--- src/rtl/id_ex_stage.sv ---
// ID/EX pipeline register with load-use hazard detection, bubble insertion,
// flush squashing and saturating stall/flush event counters.
module id_ex_stage #(
  parameter int DATA_W = 64,
  parameter int CNT_W  = 32
) (
  input  logic              clk,
  input  logic              arst_n,
  input  logic [4:0]        rs1_id,
  input  logic [4:0]        rs2_id,
  input  logic [4:0]        rd_id,
  input  logic              use_rs1_id,
  input  logic              use_rs2_id,
  input  logic [DATA_W-1:0] reg_data_1_id,
  input  logic [DATA_W-1:0] reg_data_2_id,
  input  logic [DATA_W-1:0] imm_id,
  input  logic [DATA_W-1:0] pc_id,
  input  logic [1:0]        alu_op_id,
  input  logic              alu_src_id,
  input  logic              mem_read_id,
  input  logic              mem_write_id,
  input  logic              mem_2_reg_id,
  input  logic              reg_write_id,
  input  logic              branch_id,
  input  logic              valid_id,
  input  logic              flush,
  input  logic              stall_ext,
  input  logic              clear_cnt,
  output logic [4:0]        rs1_ex,
  output logic [4:0]        rs2_ex,
  output logic [4:0]        rd_ex,
  output logic [DATA_W-1:0] reg_data_1_ex,
  output logic [DATA_W-1:0] reg_data_2_ex,
  output logic [DATA_W-1:0] imm_ex,
  output logic [DATA_W-1:0] pc_ex,
  output logic [1:0]        alu_op_ex,
  output logic              alu_src_ex,
  output logic              mem_read_ex,
  output logic              mem_write_ex,
  output logic              mem_2_reg_ex,
  output logic              reg_write_ex,
  output logic              branch_ex,
  output logic              valid_ex,
  output logic              hazard,
  output logic              pc_write,
  output logic              if_id_write,
  output logic [CNT_W-1:0]  stall_cnt,
  output logic [CNT_W-1:0]  flush_cnt
);

  logic                   load_bubble;
  logic                   stall_ev;
  logic [1:0]             cnt_inc;
  logic [1:0][CNT_W-1:0]  cnt_val;

  // Loads to x0 are excluded via rd_ex != 0, which also keeps bubbles inert.
  assign hazard = valid_ex & mem_read_ex & (rd_ex != 5'd0) & valid_id &
                  ((use_rs1_id & (rs1_id == rd_ex)) |
                   (use_rs2_id & (rs2_id == rd_ex)));

  assign pc_write    = !(stall_ext | (hazard & !flush));
  assign if_id_write = pc_write;

  assign stall_ev    = hazard & !flush & !stall_ext;
  assign load_bubble = flush | stall_ev;

  always_ff @(posedge clk or negedge arst_n) begin
    if (!arst_n) begin
      {rs1_ex, rs2_ex, rd_ex, reg_data_1_ex, reg_data_2_ex, imm_ex, pc_ex,
       alu_op_ex, alu_src_ex, mem_read_ex, mem_write_ex, mem_2_reg_ex,
       reg_write_ex, branch_ex, valid_ex} <= '0;
    end else if (load_bubble) begin
      {rs1_ex, rs2_ex, rd_ex, reg_data_1_ex, reg_data_2_ex, imm_ex, pc_ex,
       alu_op_ex, alu_src_ex, mem_read_ex, mem_write_ex, mem_2_reg_ex,
       reg_write_ex, branch_ex, valid_ex} <= '0;
    end else if (!stall_ext) begin
      {rs1_ex, rs2_ex, rd_ex, reg_data_1_ex, reg_data_2_ex, imm_ex, pc_ex,
       alu_op_ex, alu_src_ex, mem_read_ex, mem_write_ex, mem_2_reg_ex,
       reg_write_ex, branch_ex, valid_ex} <=
      {rs1_id, rs2_id, rd_id, reg_data_1_id, reg_data_2_id, imm_id, pc_id,
       alu_op_id, alu_src_id, mem_read_id, mem_write_id, mem_2_reg_id,
       reg_write_id, branch_id, valid_id};
    end
  end

  // Index 0 counts load-use stalls, index 1 counts flushes.
  assign cnt_inc = {flush, stall_ev};

  generate
    for (genvar gi = 0; gi < 2; gi++) begin : g_cnt
      logic [CNT_W-1:0] cnt_reg;

      always_ff @(posedge clk or negedge arst_n) begin
        if (!arst_n) begin
          cnt_reg <= '0;
        end else if (clear_cnt) begin
          cnt_reg <= '0;
        end else if (cnt_inc[gi] && !(&cnt_reg)) begin
          cnt_reg <= cnt_reg + CNT_W'(1);
        end
      end

      assign cnt_val[gi] = cnt_reg;
    end
  endgenerate

  assign stall_cnt = cnt_val[0];
  assign flush_cnt = cnt_val[1];

endmodule

--- config.mk ---
export PLATFORM = sky130hd
export DESIGN_NAME = id_ex_stage
export DESIGN_NICKNAME = d
export VERILOG_FILES = /design/src/rtl/id_ex_stage.sv
export SDC_FILE = /design/constraint.sdc
export NUM_CORES = 1
export LEC_CHECK = 0
export CAP_MARGIN = 20
export CORE_AREA = 2 2 246 248
export CTS_BUF_LIST = sky130_fd_sc_hd__clkbuf_16
export DETAILED_ROUTE_END_ITERATION = 10
export DIE_AREA = 0 0 248 250
export PLACE_DENSITY = 0.55
export SETUP_SLACK_MARGIN = 0.1
export SYNTH_ARGS = -nofsm -noshare
export SYNTH_HDL_FRONTEND = slang
export SYNTH_SLANG_ARGS = --single-unit
--- constraint.sdc ---
create_clock -name clk -period 1.9 [get_ports clk]
set_input_delay 0.19 -clock clk [delete_from_list [all_inputs] [get_ports clk]]
set_output_delay 0.19 -clock clk [all_outputs]
set_load 0.01 [all_outputs]
==> results.md, run 1 <==
- Crit path launch type: flop
- DRC Markers: 0
- Type of destination of the critical path: flop
- Main synth FF type: dfrtp_1
- Met2 usage: 28.6%
- Vias in the first global route: about 13000
- CTS HTree Levels: 2
- Met1 Use GR: approximately a fifth
- Row cnt: 90
- RSZ-0062 raised after global routing: true
- Slew at the pin closest to its max-slew limit: between 0.5 and 0.6 ns
- Fin. max-slew vios: 0
- Initial DRT Pass Iterations: 5
- Num CTS Buffers: 40
- Crit path kind: flop to flop
- Seq/Total Area, Yosys: a little under two thirds
- Busiest metal layer after global routing: met2
- Async set-reset flop share out of synthesis: 100%
- MaxCap Viol Count: 0
- Final wirelength: between 50000 and 60000 um
- Commonest cells after routing, fill and taps aside: clkdlybuf4s50_1, dfrtp_1, a22o_1, buf_4, dlymetal6s2s_1
- Largest net degree at the start of global routing: 49
- Clock buffer depth: 3
- Final Instance Area: 24900 sq um
- Slew Limit Headroom: about 67%
- Root buffer cell: clkbuf_16
- Cell mode on critical path: buf_12
- Setup-failing EPs final: around 320
- EDFF count, synth: 0
- Detailed router's first-iteration violation count: 545
- Crit path DAT: approximately 2.8 ns
- Synth Instances: about 1000
- PortBufs: around 630
- Achievable frequency: ~0.42 GHz
- Synth warn: 0
- Maximum VDD drop: 533 uV
- Syn_area_per_cell: ~13 sq um
- Min cycle time layout: ~2.4 ns
- Final Hold Viols: 0
- DIE AREA: approximately 62000 sq um
- Worst path required time: between 2 and 2.5 ns
- Die W: roughly 250 um
- Initial Util: 22.7%
- Non-filler cells, final: 2676
- Synth unique cells: just over 40
- Synth Register Bits: 344
- Vias per cell: approximately 4.6
- Pre-CTS WS: -0.667 ns
- Gr ovfl total: 0
- Area grow syn2layout: 84.6%
- Initial antenna violation count: 6
- Setup_tns: -116.98 ns
- Reg clk slew, reported paths: roughly 0.06 ns
- Clk_skew: 0.0143 ns
- PD cells: 745 nW/um^2
- Core area: between 50000 and 60000 sq um
- Routed WL per cell: roughly 21 um
- Syn_nets: between 1000 and 1500
- Period utilization: 124%
- First-pass GRT wire length: 80900 um
- CTS tree: done
- Crit-path max cell delay: approximately 0.55 ns
- Post-DP HPWL: between 30000 and 40000 um
- Vias post-DR: approximately 12000
- Failing checks: setup timing
- Hold WC Path Type: input port to flop
- DP Area: 22100 sq um
- Status: finished with violations
- Top-Level Pins: between 600 and 700
- Worst R2R Setup Slack: -0.46 ns
- Layout cells sized above 1: around a fifth
- Worst-path fanout max: 8
- Leak: 0.0119 uW
- GRT Util Overall: 17.0%
- Met3 usage: under 10%
- Gpl congestion: ~0.8
- Final nets: about 2100
- Placed insts: approximately 2500
- Routed Antenna Nets: 0
- Fin worst setup slack: -0.465 ns
- Mapped Area: roughly 14000 sq um
- Critical Path, Cell by Cell: or4_4, o21ai_4, nor2b_4, buf_6, nor3_4, buf_12, buf_12, buf_16, clkbuf_16, a22o_1
- Clock tree sinks: approximately 340
- CP max stage cell: or4_4
- Fillers: approximately 5600
- Commonest non-fill, non-tap cell in the layout: clkdlybuf4s50_1
- Clk Latency, worst-skew pair: around 0.54 ns
- Die height: 250 um
==> cell type report <==
type / instances / area, sq um / area share (%)
diodes: 4 / 10.0 / 0.0401
clock buffers: 41 / 1030 / 4.11
clock inverters: 31 / 299 / 1.20
inverters: 8 / 30.0 / 0.120
multi-input cells: 602 / 4720 / 18.9
flip-flops and latches: 344 / 8620 / 34.6
well taps: 782 / 978 / 3.92
repair buffers: 864 / 9250 / 37.1
==> metal layers <==
layer	up-vias	share of wire (%)	routed length (um)
met5	-	0.054	30
met4	4	2.4	1360
met3	78	8.7	4860
met2	456	49	27700
met1	6171	39	22100
li1	5588	-	-
==> flip-flops by register name, summed over array words and instances (netlist names) <==
signal         cells
imm_ex            64
pc_ex             64
reg_data_1_ex     64
reg_data_2_ex     64
flush_cnt         32
stall_cnt         32
rd_ex              5
rs1_ex             5
rs2_ex             5
alu_op_ex          2
alu_src_ex         1
branch_ex          1
mem_2_reg_ex       1
mem_read_ex        1
mem_write_ex       1
reg_write_ex       1
valid_ex           1
==> synthesized netlist by cell type (3+ instances only) <==
master | instances | share of area (%)
buf_4 | 3 | 0.17
dfrtp_1 | 344 | 64
nor3_1 | 7 | 0.26
and2_1 | 4 | 0.19
nand4_1 | 31 | 1.4
a22o_1 | 280 | 18
buf_2 | 11 | 0.41
nand2_1 | 34 | 0.94
buf_6 | 24 | 2.0
nand3_1 | 19 | 0.70
xor2_1 | 24 | 1.6
nor2b_1 | 5 | 0.23
or4_1 | 12 | 0.67
a21oi_1 | 27 | 1.0
clkbuf_1 | 40 | 1.1
nor4_1 | 3 | 0.14
xnor2_1 | 18 | 1.2
o31ai_1 | 7 | 0.39
and3_1 | 12 | 0.56
nor2_1 | 50 | 1.4
and4_1 | 7 | 0.45
or3_1 | 18 | 0.83
o21ai_0 | 20 | 0.74
inv_1 | 8 | 0.22
==> cell families after synthesis <==
| logic type | synth area share (%) |
|---|---|
| flip-flops | 63.7 |
| AO/OA/AOI/OAI | 20.7 |
| AND/OR/NAND/NOR | 8.57 |
| buffers and inverters | 3.91 |
| XOR/XNOR | 2.72 |
| multiplexers | 0.232 |
| adder cells (fa/ha/maj) | 0.185 |
==> worst paths after layout <==
path                                   startpoint                           end  cells after the start
setup / recovery             rd_ex[3]$_DFFE_PN0P_         rs1_ex[1]$_DFFE_PN0P_                     10
hold / removal                          clear_cnt      stall_cnt[0]$_DFFE_PN0P_                      2
setup reg to reg             rd_ex[3]$_DFFE_PN0P_         rs1_ex[1]$_DFFE_PN0P_                     10
hold reg to reg            imm_ex[24]$_DFFE_PN0P_        imm_ex[24]$_DFFE_PN0P_                      1
max in group asynchronous                  arst_n      stall_cnt[9]$_DFFE_PN0P_                      3
min in group asynchronous                  arst_n  reg_data_2_ex[8]$_DFFE_PN0P_                      2
==> timing repair <==
item | CTS | global route
hold buffers | 1 | 0
setup endpoints to repair | 397 | 413
resized for setup | 74 | 122
buffers inserted | 16 | 17
pin swaps | 10 | 36
cloned | 16 | 8
endpoints found under the hold margin | 333 | 0
==> per-stage QoR <==
stage          util [%]  power (uW)  hold WS, ns
2_1_floorplan         -        8730       -0.106
5_1_grt            41.9       19400       0.0987
3_3_place_gp       37.1       10600        0.142
4_1_cts            40.7       18800       0.0476
6_report           41.9       18600        0.116
3_5_place_dp       37.1       10600        0.147
==> where the power goes <==
part | internal, uW | switching (uW) | total [uW]
Clock | 4730 | 3130 | 7850
Combinational | 1720 | 1120 | 2840
Sequential | 7670 | 210 | 7880
==> critical path: cells and delay by family, from the launching register on <==
family,cells,cell delay [ns]
simple gates,3,0.76
compound gates,2,0.31
buf+inv,5,0.76
flops,1,0.46
(Power assumes the default switching activity.)
==> run 2, diff against run 1 <==
--- a/config.mk
+++ b/config.mk
@@ -6,11 +6,14 @@
 export NUM_CORES = 1
 export LEC_CHECK = 0
 export CAP_MARGIN = 20
-export CORE_AREA = 2 2 246 248
+export CELL_PAD_IN_SITES_DETAIL_PLACEMENT = 1
+export CELL_PAD_IN_SITES_GLOBAL_PLACEMENT = 1
+export CORE_AREA = 2 2 244 246
 export CTS_BUF_LIST = sky130_fd_sc_hd__clkbuf_16
+export CTS_CLUSTER_DIAMETER = 40
 export DETAILED_ROUTE_END_ITERATION = 10
-export DIE_AREA = 0 0 248 250
-export PLACE_DENSITY = 0.55
+export DIE_AREA = 0 0 246 248
+export PLACE_DENSITY = 0.69
 export SETUP_SLACK_MARGIN = 0.1
 export SYNTH_ARGS = -nofsm -noshare
 export SYNTH_HDL_FRONTEND = slang
==> run 2 against run 1 <==
Against the previous run: the flow still finishes with violations (setup timing); first-iteration DRC count is 9.2% lower; critical path depth is 1 higher; largest power group is now clock; final cell count is 2.2% higher; register-to-register slack worse by 0.09 ns; wire length is 15% higher; clock-buffer cell count is 30 higher; via count is 5.4% higher; critical endpoint is now stall_cnt[23]$_DFFE_PN0P_; combinational power hardly changed; maximum frequency is 3.6% lower; non-clock buffer count is 12 higher.
==> results.md, run 2 (synthesized netlist as in run 1, its figures left out) <==
- Worst path required time: 2.38 ns
- PortBufs: approximately 630
- Core area: a little under 60000 sq um
- Crit path kind: flop to flop
- Worst-path fanout max: 5
- Commonest non-fill, non-tap cell in the layout: clkdlybuf4s50_1
- Clock buffer depth: 3
- Largest net degree at the start of global routing: 85
- Period utilization: 129%
- Failing checks: setup timing
- Initial DRT Pass Iterations: 5
- Die height: about 250 um
- Worst Path Buf+Inv: 5
- CTS HTree Levels: 3
- Initial Util: a little under a quarter
- Final Hold Viols: 0
- Commonest cells after routing, fill and taps aside: clkdlybuf4s50_1, dfrtp_1, a22o_1, buf_4, dlymetal6s2s_1
- Min cycle time layout: between 2 and 2.5 ns
- Cell mode on critical path: buf_4
- Status: finished with violations
- Fin. max-slew vios: 0
- Setup-failing EPs final: about 330
- Vias post-DR: roughly 13000
- Fin worst setup slack: -0.552 ns
- MaxCap Viol Count: 0
- CP max stage cell: dfrtp_2
- Reg2Reg Launch Point: rd_ex[4]$_DFFE_PN0P_
- Final wirelength: around 64000 um
- Post-DP HPWL: roughly 44000 um
- Reg clk slew, reported paths: around 0.050 ns
- GRT Util Overall: 19.7%
- Area grow syn2layout: 93.2%
- Root buffer cell: clkbuf_16
- Slew at the pin closest to its max-slew limit: between 0.6 and 0.7 ns
- Crit path launch type: flop
- DIE AREA: between 60000 and 70000 sq um
- Row cnt: 89
- First-pass GRT wire length: slightly above 90000 um
- Final nets: 2189
- Pre-CTS WS: -0.760 ns
- Detailed router's first-iteration violation count: 495
- Leak: between 0.01 and 0.015 uW
- Initial antenna violation count: 14
- CTS tree: done
- CP delay by family, top: buffers and inverters
- Routed WL per cell: between 20 and 25 um
- Vias in the first global route: 14100
- Vias per cell: about 4.7
- Layout cells sized above 1: 22.6%
- Final Power: roughly 23000 uW
- Crit-path max cell delay: 0.47 ns
- Critical R2R Capture: stall_cnt[23]$_DFFE_PN0P_
- Maximum VDD drop: around 570 uV
- Num CTS Buffers: 68
- Top-Level Pins: 634
- Worst Reg2Reg Path Length in Cells: 11
- DRC Markers: 0
- Clock tree sinks: around 340
- RSZ-0062 raised after global routing: true
- Gpl congestion: roughly 0.83
- Achievable frequency: just over 0.4 GHz
- Worst R2R Setup Slack: -0.55 ns
- Routed Antenna Nets: 0
- Hold WC Path Type: input port to asynchronous set/reset pin
- Clk_skew: roughly 0.042 ns
- Type of destination of the critical path: flop
- Crit path DAT: roughly 2.9 ns
- Die W: ~250 um
- Clk Latency, worst-skew pair: roughly 0.6 ns
- Critical Path, Cell by Cell: buf_4, xnor2_2, nand4_1, o22ai_2, buf_4, buf_6, nand4_1, buf_4, buf_4, or3_1, a21oi_1
- Gr ovfl total: 0
- PD cells: about 900 nW/um^2
- Slew Limit Headroom: a little under three fifths
-- run 2: power breakdown --
part	total, uW	internal, uW	switching (uW)
Clock	12300	8140	4130
Combinational	2870	1710	1170
Sequential	7910	7680	229
Total	23100	17500	5520
-- run 2: per-stage QoR --
stage,TNS (ns),util [%],std cells,area [sq um],hold WS [ns]
after floorplan,-37.57,-,1031,13700,-0.106
after global placement,-156.27,37.9,2533,22100,0.110
after detailed placement,-172.50,37.9,2533,22100,0.109
after CTS,-136.19,43.0,2686,25100,0.0593
after global routing,-173.79,44.6,2736,26100,0.0981
final,-144.44,44.6,2736,26100,0.101
-- run 2: area by class of cell --
cell class / count / area [sq um]
repair buffers: 876 / 9310
clock buffers: 71 / 1780
fillers: 6120 / 32400
diodes: 12 / 30.0
well taps: 773 / 967
clock inverters: 50 / 551
inverters: 8 / 30.0
flip-flops and latches: 344 / 8620
multi-input cells: 602 / 4810
-- run 2: what timing repair did --
item,CTS,global route
gates cloned,13,7
buffers inserted,18,34
pin swaps,14,59
setup endpoints to repair,416,428
endpoints found under the hold margin,322,0
resized for setup,49,172
hold buffers,1,0
-- run 2: layer usage --
layer	share of wire (%)	vias up	global-route usage, %
met3	7.6	124	5.98
met2	52	496	34.1
met1	37	6651	22.1
met5	0.025	-	0
li1	-	5694	-
met4	3.8	2	9.34
-- run 2: worst max path at each step --
stage / from / endpoint / slack [ns] / cells after the start
finish: rd_ex[4]$_DFFE_PN0P_ / stall_cnt[23]$_DFFE_PN0P_ / -0.55 / 11
global route: rd_ex[4]$_DFFE_PN0P_ / stall_cnt[23]$_DFFE_PN0P_ / -0.64 / 11
CTS: rd_ex[4]$_DFFE_PN0P_ / pc_write / -0.51 / 6
detailed placement: rs2_id[3] / stall_cnt[27]$_DFFE_PN0P_ / -0.76 / 9
global placement: rs2_id[1] / if_id_write / -0.65 / 8
floorplan: stall_cnt[0]$_DFFE_PN0P_ / stall_cnt[28]$_DFFE_PN0P_ / -0.15 / 8
-- run 2: worst register-to-register path: stages, from the launching register on --
cell and delay (ns):
dfrtp_2 0.47, buf_4 0.17, xnor2_2 0.15, nand4_1 0.13, o22ai_2 0.21, buf_4 0.16
buf_6 0.10, nand4_1 0.17, buf_4 0.21, buf_4 0.13, or3_1 0.32, a21oi_1 0.15
